[src/rtl/frame_pkg.sv]
// Shared types and size helpers for the frame padding rebuilder.
package frame_pkg;

  typedef enum logic [1:0] {
    IDLE = 2'd0,
    PRE  = 2'd1,
    DATA = 2'd2,
    POST = 2'd3
  } state_t;

  localparam int FC_WIDTH = 16;

  function automatic int win_len(input int frame_width, input int select_cnt);
    return frame_width - 2 * select_cnt;
  endfunction

  function automatic int idx_width(input int frame_width);
    return (frame_width > 1) ? $clog2(frame_width) : 1;
  endfunction

endpackage

[src/rtl/frame_out_reg.sv]
// Output register slice: captures a new beat whenever the slot is free or drained,
// otherwise holds data/sof/eof/valid stable for the downstream stage.
module frame_out_reg #(
  parameter int data_width = 32
) (
  input  logic                  clk,
  input  logic                  rst,
  input  logic                  load,
  input  logic                  in_valid,
  input  logic [data_width-1:0] in_data,
  input  logic                  in_sof,
  input  logic                  in_eof,
  output logic                  m_valid,
  output logic [data_width-1:0] m_data,
  output logic                  m_sof,
  output logic                  m_eof
);

  always_ff @(posedge clk) begin
    if (rst) begin
      m_valid <= 1'b0;
      m_data  <= '0;
      m_sof   <= 1'b0;
      m_eof   <= 1'b0;
    end else if (load) begin
      m_valid <= in_valid;
      m_data  <= in_data;
      m_sof   <= in_sof;
      m_eof   <= in_eof;
    end
  end

endmodule

[src/rtl/frame_pad_rebuild.sv]
// Rebuilds full frames from a trimmed window: pads select_cnt beats before and
// after the window and marks frame boundaries with sof/eof.
module frame_pad_rebuild
  import frame_pkg::*;
#(
  parameter int                    select_cnt  = 26,
  parameter int                    frame_width = 256,
  parameter int                    data_width  = 32,
  parameter logic [data_width-1:0] pad_value   = '0
) (
  input  logic                  clk,
  input  logic                  rst,
  input  logic [data_width-1:0] s_data,
  input  logic                  s_valid,
  input  logic                  s_sof,
  output logic                  s_ready,
  output logic [data_width-1:0] m_data,
  output logic                  m_valid,
  input  logic                  m_ready,
  output logic                  m_sof,
  output logic                  m_eof,
  output logic [FC_WIDTH-1:0]   frame_count,
  output logic                  sof_err
);

  localparam int WIN_LEN = win_len(frame_width, select_cnt);
  localparam int IW      = idx_width(frame_width);

  localparam logic [IW-1:0] PRE_LAST   = IW'(select_cnt - 1);
  localparam logic [IW-1:0] WIN_FIRST  = IW'(select_cnt);
  localparam logic [IW-1:0] WIN_LAST   = IW'(select_cnt + WIN_LEN - 1);
  localparam logic [IW-1:0] FRAME_LAST = IW'(frame_width - 1);

  state_t          state;
  logic [IW-1:0]   index;
  logic            load;
  logic            take;

  logic                  emit_valid;
  logic [data_width-1:0] emit_data;
  logic                  emit_sof;
  logic                  emit_eof;

  assign load    = !m_valid || m_ready;
  // Forced low during reset so a coincident handshake never consumes a sample.
  assign s_ready = (state == DATA) && load && !rst;
  assign take    = s_valid && s_ready;

  always_comb begin
    emit_valid = 1'b0;
    emit_data  = pad_value;
    emit_sof   = 1'b0;
    emit_eof   = 1'b0;
    case (state)
      PRE: begin
        emit_valid = 1'b1;
        emit_sof   = (index == '0);
      end
      DATA: begin
        if (take) begin
          emit_valid = 1'b1;
          emit_data  = s_data;
        end
      end
      POST: begin
        emit_valid = 1'b1;
        emit_eof   = (index == FRAME_LAST);
      end
      default: begin
        emit_valid = 1'b0;
      end
    endcase
  end

  always_ff @(posedge clk) begin
    if (rst) begin
      state       <= IDLE;
      index       <= '0;
      frame_count <= '0;
      sof_err     <= 1'b0;
    end else if (load) begin
      case (state)
        IDLE: begin
          if (s_valid) state <= PRE;
        end
        PRE: begin
          index <= index + 1'b1;
          if (index == PRE_LAST) state <= DATA;
        end
        DATA: begin
          if (take) begin
            index <= index + 1'b1;
            // sof must appear exactly on the first window sample; no resync on error.
            if (s_sof != (index == WIN_FIRST)) sof_err <= 1'b1;
            if (index == WIN_LAST) state <= POST;
          end
        end
        POST: begin
          if (index == FRAME_LAST) begin
            index       <= '0;
            frame_count <= frame_count + 1'b1;
            state       <= s_valid ? PRE : IDLE;
          end else begin
            index <= index + 1'b1;
          end
        end
        default: state <= IDLE;
      endcase
    end
  end

  frame_out_reg #(
    .data_width(data_width)
  ) u_out (
    .clk     (clk),
    .rst     (rst),
    .load    (load),
    .in_valid(emit_valid),
    .in_data (emit_data),
    .in_sof  (emit_sof),
    .in_eof  (emit_eof),
    .m_valid (m_valid),
    .m_data  (m_data),
    .m_sof   (m_sof),
    .m_eof   (m_eof)
  );

endmodule

[config.mk]
export PLATFORM = sky130hd
export DESIGN_NAME = frame_pad_rebuild
export DESIGN_NICKNAME = d
export VERILOG_FILES = /design/src/rtl/frame_pkg.sv /design/src/rtl/frame_out_reg.sv /design/src/rtl/frame_pad_rebuild.sv
export SDC_FILE = /design/constraint.sdc
export NUM_CORES = 1
export LEC_CHECK = 0
export CORE_MARGIN = 5
export CORE_UTILIZATION = 49
export CTS_CLUSTER_DIAMETER = 40
export DETAILED_ROUTE_END_ITERATION = 16
export PLACE_DENSITY_LB_ADDON = 0.05
export SLEW_MARGIN = 5
export SYNTH_ARGS = -nofsm -noshare
export SYNTH_HDL_FRONTEND = slang
export SYNTH_SLANG_ARGS = --single-unit
export TNS_END_PERCENT = 1
[constraint.sdc]
create_clock -name clk -period 3.5 [get_ports clk]
set_clock_uncertainty 0.15 [all_clocks]
set_input_delay 0.7 -clock clk [delete_from_list [all_inputs] [get_ports clk]]
set_output_delay 0.7 -clock clk [all_outputs]
set_load 0.1 [all_outputs]
# Yosys cells after proc, flatten, opt, wreduce, memory -nomap -nowiden
# Index checks and enable logic that the tools add are counted.
[word_totals] register_bits=62 latchBits=0 mem_bits_rw=0 mem_bits_ro=0 inputBits=37 out_inout_bits=53 word_cells=53 memories=0
[op_classes] add_sub_neg=2 n_mul=0 div_mod_pow=0 n_lt_le_gt_ge=0 eq_ne=13 shift=0 muxes=16 bitwise_logic=0 reduce_logical=14
[ops] operator="$mux 32" n=2
[ops] operator="$pmux 8 s3" n=1
[ops] operator="$add 16x1->16 const B" n=1
[ops] operator="$eq 8x5->1 const B" n=2
[ops] operator="$eq 8x8->1 const B" n=2
[ops] operator="$mux 8" n=2
[ops] operator="$mux 2" n=5
[ops] operator="$add 8x1->8 const B" n=1
[ops] operator="$logic_not 8->1" n=1
[ops] operator="$ne 2x2->1 const B" n=4
[ops] operator="$pmux 2 s4" n=1
[ops] operator="$reduce_and 3->1" n=2
[ops] operator="$reduce_and 6->1" n=1
[ops] operator="$eq 2x2->1 const B" n=2
[ops] operator="$mux 1" n=4
[ops] operator="$reduce_and 4->1" n=1
[ops] operator="$logic_and 1x1->1" n=3
[ops] operator="$reduce_bool 3->1" n=1
[ops] operator="$eq 2x1->1 const B" n=1
[ops] operator="$logic_not 1->1" n=2
[ops] operator="$logic_not 2->1" n=1
[ops] operator="$ne 2x1->1 const B" n=1
[ops] operator="$pmux 1 s2" n=1
[ops] operator="$reduce_or 2->1" n=1
[ops] operator="2 further kinds" n=2

# Longest topological paths before layout
# Gate-level depths: netlist (run 1).
[logic_depth] ltp_word=7 ltp_mapped=8 mapped_depth_nobuf=7

# By module
# From an unflattened synthesis (run 1), not the netlist that was laid out.
[unflattened] hier_cells=332 area_unflattened_um2=2995.4
[by_module_without_submodules] module="frame_pad_rebuild" n_inst=1 cells_each=219 area_per_inst_um2=1722.9 seq_area_each_um2=540.5
[by_module_without_submodules] module="frame_out_reg" n_inst=1 cells_each=113 area_per_inst_um2=1272.5 seq_area_each_um2=700.7

# Worst setup path after synthesis (run 1)
# OpenSTA, ideal clock, no wires.
[synth_timing] kind="register -> register" from="reg u_out.m_valid" to="reg u_out.m_data[0]" setup_ns=0.068 t_arrival_ns=4.086 required_time_ns=3.282 path_slack_ns=-0.804 stages_incl_launch_ff=8 n_path_buf=2 period_less_slack_ns=4.304 cell_sequence="dfxtp_1 > nor2b_1 > nor3b_1 > and2_1 > clkbuf_1 > buf_2 > a22oi_1 > nor2_1"
[synth_via] elab_chain_cells=7
[synth_lines] element="start: declaration" line_no="frame_out_reg.sv:13" rtl="output logic m_valid,"
[synth_lines] element="start signal: assignment" line_no="frame_out_reg.sv:26" rtl="m_valid <= in_valid;"
[synth_lines] element="$logic_not 1->1" line_no="frame_pad_rebuild.sv:44" rtl="assign load = !m_valid || m_ready;"
[synth_lines] element="$logic_or 1x1->1" line_no="frame_pad_rebuild.sv:44"
[synth_lines] element="$logic_and 1x1->1 (2 in series)" line_no="frame_pad_rebuild.sv:46" rtl="assign s_ready = (state == DATA) && load && !rst;"
[synth_lines] element="net s_ready" line_no="frame_pad_rebuild.sv:16" rtl="output logic s_ready,"
[synth_lines] element="$logic_and 1x1->1" line_no="frame_pad_rebuild.sv:47" rtl="assign take = s_valid && s_ready;"
[synth_lines] element="$mux 32" line_no="frame_pad_rebuild.sv:60" rtl="if (take) begin"
[synth_lines] element="$mux 32" line_no="frame_pad_rebuild.sv:54" rtl="case (state)"
[synth_lines] element="end signal: assignment" line_no="frame_out_reg.sv:27" rtl="m_data <= in_data;"
[synth_lines] element="end: declaration" line_no="frame_out_reg.sv:14" rtl="output logic [data_width-1:0] m_data,"
# The timed path passes the listed nets, and every way through them passes these cells.
# A chain may end at the register's enable or synchronous reset.

# Worst setup path in the final report (run 1)
[layout_timing] from="in m_ready" to="out s_ready"
[layout_via] elab_chain_cells=3
[layout_lines] element="start: declaration" line_no="frame_pad_rebuild.sv:19" rtl="input logic m_ready,"
[layout_lines] element="$logic_or 1x1->1" line_no="frame_pad_rebuild.sv:44"
[layout_lines] element="$logic_and 1x1->1 (2 in series)" line_no="frame_pad_rebuild.sv:46"
[layout_lines] element="end: declaration" line_no="frame_pad_rebuild.sv:16"
# No other way between the ends.

==> impl_metrics.toml, run 1 <==
[placement]
dp.cells = 438
port_buffers = 89
dp_hpwl_um = 4495
gp_congestion = 0.8376

[clocking]
post_cts_buffers = 0
clk_latency_ns = 0.33
clkSlewWorstSetupHoldPaths_ns = 0.07
numCtsBuffers = 9
clk_path_buf_depth = 2
tritoncts = "yes"
post_cts_resized = 0
cts.sinks = 62
cts_hold_buf = 0
htreeDepth = 3
cts_root_buffer = "clkbuf_8"

[routing]
post_drt_via_cell_ratio = 5.240
wl_met2_um = 2793
route.detailed.drc = 0
drtIter0Drc = 165
finalWirelength_um = 6432
wl_met1_um = 2976
vias = 2379
dr.pass1.iters = 4
wl_per_cell_um = 14.17
dr_wl_met3_um = 605
top_layer = "met4"
antenna_left = 0

[power]
power_density_nw_per_um2 = 550.0
p_leak_nw = 1.445
max-vdd-ir-drop_mv = 0.3744

[hold_path]
hold_path.class = "reg -> reg"
hold_start = "u_out.m_eof"

[logic_synthesis]
synthMuxAreaShare_pct = 0.3786
synthAdderAreaFrac_pct = 4.733
synthDistinctLibCells = 41
yosysTopAreaCell = "dfxtp_1"
synth.area.top_cells = "dfxtp_1, a22oi_1, nor2_1"
ys_ff_latch = 62
synth_fp_nets = 340
synth_top_area_share_pct = 46.95
synth.most_common_cell = "dfxtp_1"
yosys.area_share.xor_xnor_pct = 5.963
synth_top_family_by_area = "simple AND/OR/NAND/NOR gates"
ys.flop_type = "dfxtp_1"
synth_warnings = 0
ys_seq_area_share_pct = 46.95
syn_area_um2 = 2644
synth_edf_count = 0
synthCells = 293
synthSimpleGateAreaFrac_pct = 21.53
synth_compound_gate_area_share_pct = 16.00
synthTopCellsByCount = "dfxtp_1, nor2_1, a22oi_1"
syn_avg_cell_area_um2 = 9.023
ys_async_sr_fraction_pct = 0

[worst_setup_path]
worstPathRequired_ns = 2.65
max_stage_delay_ns = 0.48
start_kind = "input port"
cpMaxStageDelayCell = "clkdlybuf4s50_1"
ff2ff_setup_slack_ns = 1.21
end_kind = "output port"
critical_path.top_delay_family = "buffers and inverters"
crit_path_max_fanout = 3
r2r-start = "state[0]"
path_buf_inv = 2
cp_data_arrival_time_ns = 1.71
startpoint = "m_ready"
crit_chain = "clkdlybuf4s50_1, nor2b_2, nor3b_2, buf_12"
critPathKind = "in -> out"

[sta]
finalCritPeriodShare_pct = 73.28
drv_slew = 0
final_hold_viol_count = 0
setup_viol = 0
rsz0062_at_grt = "no"
setup_tns_ns = 0
slew_headroom_pct = 65.08
post-route-min-period_ns = 2.565
max_freq_mhz = 389.9
fin_hold_ws_ns = 0.3063
worstMarginPinSlew_ns = 0.5190

[layout]
drive_above_1_share_pct = 20.57
diodes = 0
utilization_pct = 71.29
nets = 426
area_growth_pct = 39.47
layout.cells.non_filler = 454

[grt]
grt_antenna_before_repair = 0
grt_max_degree = 37
grt_pass1_vias = 2337
grt_usage_pct = 18.89
grt_pass1_wl_um = 10900
grt_overflow = 0

[die]
die_h_um = 83.46
initial_core_util_pct = 51.11
core-area_um2 = 5172
ios = 90
dieArea_um2 = 6965
die_x_um = 83.46
rows = 26

[outcome]
status = "completed"

[job]
drv_cap = 0
## report_power, final
part	leakage, nW	internal, W	switching (W)
clock	0.121	0.000473	0.000274
combinational	0.824	0.000175	0.000332
sequential	0.500	0.000741	0.0000316
## logic make-up after synthesis
family                   Yosys count
AO/OA/AOI/OAI                     59
XOR/XNOR                          18
adder cells (fa/ha/maj)           10
buffers and inverters             27
flip-flops                        62
multiplexers                       1
AND/OR/NAND/NOR                  116
## registers in the layout (all words and copies together), names as in the netlist
| name | flops |
|---|---|
| frame_count | 16 |
| index | 8 |
| sof_err | 1 |
| state | 2 |
| u_out.m_data | 32 |
| u_out.m_eof | 1 |
| u_out.m_sof | 1 |
| u_out.m_valid | 1 |
## worst min-delay path, delay by kind of cell (launching register included)
family | cells | cell delay, ns
flops | 1 | 0.31
compound gates | 1 | 0.05
simple gates | 1 | 0.05
## placed cells by master (no fill, tap or decap), drive strengths merged, types with 2 or more instances in the layout
| cell | n |
|---|---|
| o21ai | 4 |
| nand4 | 8 |
| clkinv | 2 |
| buf | 58 |
| xnor2 | 14 |
| a21oi | 10 |
| nor4 | 9 |
| xor2 | 4 |
| nand3 | 9 |
| nor2b | 2 |
| nand2 | 11 |
| nand2b | 2 |
| clkbuf | 10 |
| and2 | 2 |
| and4 | 2 |
| dfxtp | 62 |
| a211oi | 3 |
| and3 | 2 |
| a22oi | 32 |
| nor3 | 4 |
| nor2 | 61 |
| inv | 10 |
| ha | 10 |
| a31oi | 2 |
| bufinv | 3 |
| clkdlybuf4s50 | 35 |
## per-layer routing
layer	GRT usage (%)	vias up
met5	0	-
met3	9.082	5
met1	23.44	1092
li1	-	1202
met2	28.64	80
met4	6.579	0
## per-stage QoR
| stage | setup WS [ns] | cell area (um2) | total power, W |
|---|---|---|---|
| 2_1_floorplan | 0.2632 | 2649 | 0.001154 |
| 3_3_place_gp | 0.8114 | 3451 | 0.001289 |
| 3_5_place_dp | 0.7873 | 3451 | 0.001293 |
| 4_1_cts | 0.9309 | 3687 | 0.002047 |
| 5_1_grt | 0.8857 | 3687 | 0.002135 |
| 6_report | 0.9352 | 3687 | 0.002028 |
## final cells by class
cell class	instances	area (um2)
Inverter	9	33.78
Sequential cell	62	1241
Fill cell	425	1485
Tap cell	70	87.58
Timing Repair Buffer	93	795.8
Multi-Input combinational cell	204	1292
Clock buffer	10	127.6
Clock inverter	6	108.9
## worst paths after layout
check,to,depth (start not counted)
worst min-delay path,u_out.m_eof,2
worst min register to register,u_out.m_eof,2
worst max register to register,u_out.m_data[20],7
worst max-delay path,s_ready,4
Note: power is estimated with default switching activity, not from simulation.
==> run 2: changes to the inputs <==
--- a/config.mk
+++ b/config.mk
@@ -6,7 +6,7 @@
 export NUM_CORES = 1
 export LEC_CHECK = 0
 export CORE_MARGIN = 5
-export CORE_UTILIZATION = 49
+export CORE_UTILIZATION = 45
 export CTS_CLUSTER_DIAMETER = 40
 export DETAILED_ROUTE_END_ITERATION = 16
 export PLACE_DENSITY_LB_ADDON = 0.05
==> constraint.sdc (replaced) <==
create_clock -name clk -period 2.65 [get_ports clk]
set_clock_uncertainty 0.15 [all_clocks]
set_input_delay 0.53 -clock clk [delete_from_list [all_inputs] [get_ports clk]]
set_output_delay 0.53 -clock clk [all_outputs]
set_load 0.1 [all_outputs]
==> run 2 against run 1 <==
Net effect:
- cell area grew 0.54%
- sequential share of layout area decreased by 0.15 points
- combinational power grew 36%
- die area grew 7.8%
- wire length is 0.56% lower
- non-clock buffer count up 2
==> impl_metrics.toml, run 2 (synthesis gave the netlist of run 1 again) <==
[outcome]
status = "completed"

[clocking]
post_cts_buffers = 0
cts_root_buffer = "clkbuf_8"
cts_hold_buf = 0
tritoncts = "yes"
clkSlewWorstSetupHoldPaths_ns = 0.06
cts.sinks = 62
htreeDepth = 3
clk_path_buf_depth = 2
numCtsBuffers = 9
post_cts_resized = 0
clk_latency_ns = 0.33

[die]
die_h_um = 86.65
core-area_um2 = 5816
ios = 90
die_x_um = 86.65
dieArea_um2 = 7508
rows = 28
initial_core_util_pct = 45.46

[routing]
dr.pass1.iters = 4
drtIter0Drc = 150
wl_per_cell_um = 13.87
route.detailed.drc = 0
post_drt_via_cell_ratio = 5.176
finalWirelength_um = 6396
antenna_left = 0
vias = 2386

[worst_setup_path]
cp_data_arrival_time_ns = 1.60
critPathKind = "in -> out"
worstPathRequired_ns = 1.97
crit_path_max_fanout = 8
end_kind = "output port"
start_kind = "input port"

[sta]
slew_headroom_pct = 66.08
setup_viol = 0
setup_tns_ns = 0
rsz0062_at_grt = "no"
fin_hold_ws_ns = 0.3399
finalCritPeriodShare_pct = 85.95
final_hold_viol_count = 0
drv_slew = 0
max_freq_mhz = 439.0
worstMarginPinSlew_ns = 0.5041
post-route-min-period_ns = 2.278

[placement]
dp.cells = 445
port_buffers = 89
place_area_um2 = 3492
gp_congestion = 0.8303
dp_hpwl_um = 4412

[layout]
layout_common_cells = "nor2_1, dfxtp_1, buf_4, clkdlybuf4s50_1, a22oi_1"
nets = 428
layout.cells.non_filler = 461
area_growth_pct = 40.23
postLayoutCellArea_um2 = 3707
largest_reg_flops = 32
diodes = 0
drive_above_1_share_pct = 20.98
largest_registers = "u_out.m_data x32, frame_count x16, index x8"
nFillCells = 509
largest-register = "u_out.m_data"

[power]
power_density_nw_per_um2 = 702.7
p_leak_nw = 1.447
max-vdd-ir-drop_mv = 0.4513
p_total_w = 0.002605

[grt]
grt_pass1_vias = 2300
grt_pass1_wl_um = 10670
grt_overflow = 0
grt_max_degree = 34
grt_antenna_before_repair = 0
grt_usage_pct = 18.09

[job]
drv_cap = 0

[hold_path]
hold_path.class = "reg -> reg"
==> run 2: changes by cell type in the layout (fill, tap and decap cells not counted), sizes merged <==
cell | before | now
inv | 10 | 9
clkbuf | 10 | 12
buf | 58 | 60
bufinv | 3 | 2
==> run 2: cell type report <==
cell class | count | area [um2] | area share [%]
multi-input cells | 204 | 1299 | 35.03
flip-flops and latches | 62 | 1242 | 33.51
repair buffers | 95 | 823.3 | 22.21
clock buffers | 12 | 145.1 | 3.915
well taps | 75 | 93.84 | 2.531
clock inverters | 4 | 70.07 | 1.890
inverters | 9 | 33.78 | 0.9112
==> run 2: layer usage <==
layer | track usage [%] | wire [um]
met1 | 22.50 | 2812
met5 | 0 | 0
met2 | 27.33 | 2944
met3 | 6.464 | 460
met4 | 9.632 | 179
==> run 2: path summary, 6_finish.rpt <==
check	start	end	slack, ns	depth (start not counted)
setup / recovery	m_ready	s_ready	0.37	4
hold / removal	sof_err	sof_err	0.34	2
setup reg to reg	index[1]	frame_count[11]	0.46	6
hold reg to reg	sof_err	sof_err	0.34	2
==> run 2: metrics by stage <==
stage                     utilization [%]  setup WS (ns)
after detailed placement            60.05         0.2182
after global placement              60.05         0.2258
after CTS                           63.75         0.3614
after floorplan                         -        0.02031
after global routing                63.75         0.2496
final                               63.75         0.3722
==> run 2: where the power goes <==
part	internal [W]	switching, W	leakage (nW)
clock network	0.000553	0.000343	0.110
logic	0.000252	0.000437	0.836
registers	0.000980	0.0000405	0.501
==> run 2: critical path, cell delays in order <==
cell and delay [ns]:
clkdlybuf4s50_1 0.49, nor2b_2 0.10, nor3b_4 0.26, buf_12 0.21
==> run 3: changes to the inputs <==
--- a/config.mk
+++ b/config.mk
@@ -10,6 +10,7 @@
 export CTS_CLUSTER_DIAMETER = 40
 export DETAILED_ROUTE_END_ITERATION = 16
 export PLACE_DENSITY_LB_ADDON = 0.05
+export REMOVE_ABC_BUFFERS = 1
 export SLEW_MARGIN = 5
 export SYNTH_ARGS = -nofsm -noshare
 export SYNTH_HDL_FRONTEND = slang
==> run 3 against run 2 <==
Net effect:
- sequential share of layout area is 0.22 points higher
- first-iteration DRC count down 57%
- cell area is 0.74% lower
- non-clock buffer count stayed put
- hold slack got worse by 0.0043 ns
- sequential power hardly changed
- largest power group unchanged
==> impl_metrics.toml, run 3 (synthesis gave the netlist of run 1 again) <==
[layout]
drive_above_1_share_pct = 20.73
layout_common_cells = "dfxtp_1, nor2_1, buf_4, clkdlybuf4s50_1, a22oi_1"
nets = 428
area_growth_pct = 39.19
largest_registers = "u_out.m_data x32, frame_count x16, index x8"
nFillCells = 510
largest-register = "u_out.m_data"
regArea_um2 = 1241
multi_input_area_um2 = 1287
mostFrequentLayoutCell = "dfxtp_1"
largest_reg_flops = 32
diodes = 0

[job]
drv_cap = 0

[worst_setup_path]
reg2reg_to = "frame_count[15]"
cp_data_arrival_time_ns = 1.77
ff2ff_setup_slack_ns = 0.49
r2r-start = "index[1]"
critPathKind = "reg -> out"
crit_path_max_fanout = 6
startpoint = "state[0]"
worstPathRequired_ns = 1.97
endpoint = "s_ready"
end_kind = "output port"
rr_worst_depth = 6
start_kind = "register"

[clocking]
cts_root_buffer = "clkbuf_8"
htreeDepth = 3
clkSlewWorstSetupHoldPaths_ns = 0.06
numCtsBuffers = 9
post_cts_resized = 0
clk_latency_ns = 0.33
cts_hold_buf = 0
tritoncts = "yes"
clk_path_buf_depth = 2
cts.sinks = 62
post_cts_buffers = 0

[power]
p_sw_w = 0.0008402
intPower_w = 0.001711
p_leak_nw = 1.441
p_sw_share_pct = 32.94
p_clk_share_pct = 32.8
p_seq_share_pct = 40.0
combPwrFrac_pct = 27.2
max-vdd-ir-drop_mv = 0.3511
power_density_nw_per_um2 = 693.2

[hold_path]
hold_path.class = "reg -> reg"

[routing]
antenna_left = 0
wl_per_cell_um = 13.95
finalWirelength_um = 6429
dr.pass1.iters = 4
route.detailed.drc = 0
post_drt_via_cell_ratio = 5.243
drtIter0Drc = 65
vias = 2417

[sta]
setup_viol = 0
drv_slew = 0
final_hold_viol_count = 0
setup_tns_ns = 0
max_freq_mhz = 407.9
finalCritPeriodShare_pct = 92.52
slew_headroom_pct = 60.15
fin_ws_ns = 0.1982
post-route-min-period_ns = 2.452
worstMarginPinSlew_ns = 0.5923
rsz0062_at_grt = "no"

[placement]
dp_worst_setup_slack_ns = 0.1834
gp_congestion = 0.8135
port_buffers = 89
dp_hpwl_um = 4588

[grt]
grt_overflow = 0
grt_antenna_before_repair = 0
grt_pass1_vias = 2343
grt_usage_pct = 17.67
grt_pass1_wl_um = 10490
grt_max_degree = 35

[outcome]
status = "completed"

[die]
dieArea_um2 = 7508
ios = 90
core-area_um2 = 5816
die_h_um = 86.65
rows = 28
initial_core_util_pct = 45.46
die_x_um = 86.65
[run 3: cell types whose count changed in the layout (fill, tap and decap cells not counted)]
cell,before,now
dfxtp_2,1,0
dfxtp_1,61,62
nor3b_1,0,1
clkinv_2,2,3
bufinv_16,2,1
nor3b_4,1,0
clkbuf_1,2,1
clkbuf_8,10,11
[run 3: area by class of cell]
class | instances | area share, %
flip-flops and latches | 62 | 33.73
repair buffers | 95 | 22.37
well taps | 75 | 2.550
multi-input cells | 204 | 34.99
clock inverters | 4 | 1.224
clock buffers | 12 | 4.216
inverters | 9 | 0.9181
[run 3: stage by stage]
stage / hold WS, ns / instance area [um2] / std cells / util [%] / total power (W)
finish: 0.3356 / 3680 / 461 / 63.27 / 0.002551
global route: 0.3608 / 3680 / 461 / 63.27 / 0.002692
CTS: 0.3335 / 3680 / 461 / 63.27 / 0.002579
detailed placement: 0.3155 / 3480 / 445 / 59.83 / 0.001734
global placement: 0.3075 / 3480 / 445 / 59.83 / 0.001731
floorplan: 0.3097 / 2560 / 275 / - / 0.001503
[run 3: power by group through the flow]
stage / logic, W / registers (W) / clock network [W]
6_report: 0.000694 / 0.00102 / 0.000836
5_1_grt: 0.000758 / 0.00103 / 0.000904
4_1_cts: 0.000697 / 0.00102 / 0.000860
3_5_place_dp: 0.000691 / 0.00104 / 0
3_3_place_gp: 0.000689 / 0.00104 / 0
2_1_floorplan: 0.000318 / 0.00118 / 0
[run 3: worst max-delay path, stage by stage, from the launching register on]
cell and delay, ns:
dfxtp_1 0.33, inv_1 0.15, ha_1 0.31, nor3b_1 0.42
buf_12 0.23
[run 3: routing by layer]
layer | vias to the layer above | wire length [um] | track usage (%)
met5 | - | 0 | 0
met4 | 0 | 130 | 8.640
met3 | 12 | 646 | 8.080
met2 | 78 | 2827 | 26.29
met1 | 1118 | 2826 | 21.55
li1 | 1209 | - | -
[run 3: worst min path at each step]
stage,cells past startpoint,from,endpoint
6_report,2,sof_err,sof_err
5_1_grt,2,sof_err,sof_err
4_1_cts,2,sof_err,sof_err
3_5_place_dp,2,sof_err,sof_err
3_3_place_gp,2,sof_err,sof_err
2_1_floorplan,1,index[7],index[7]
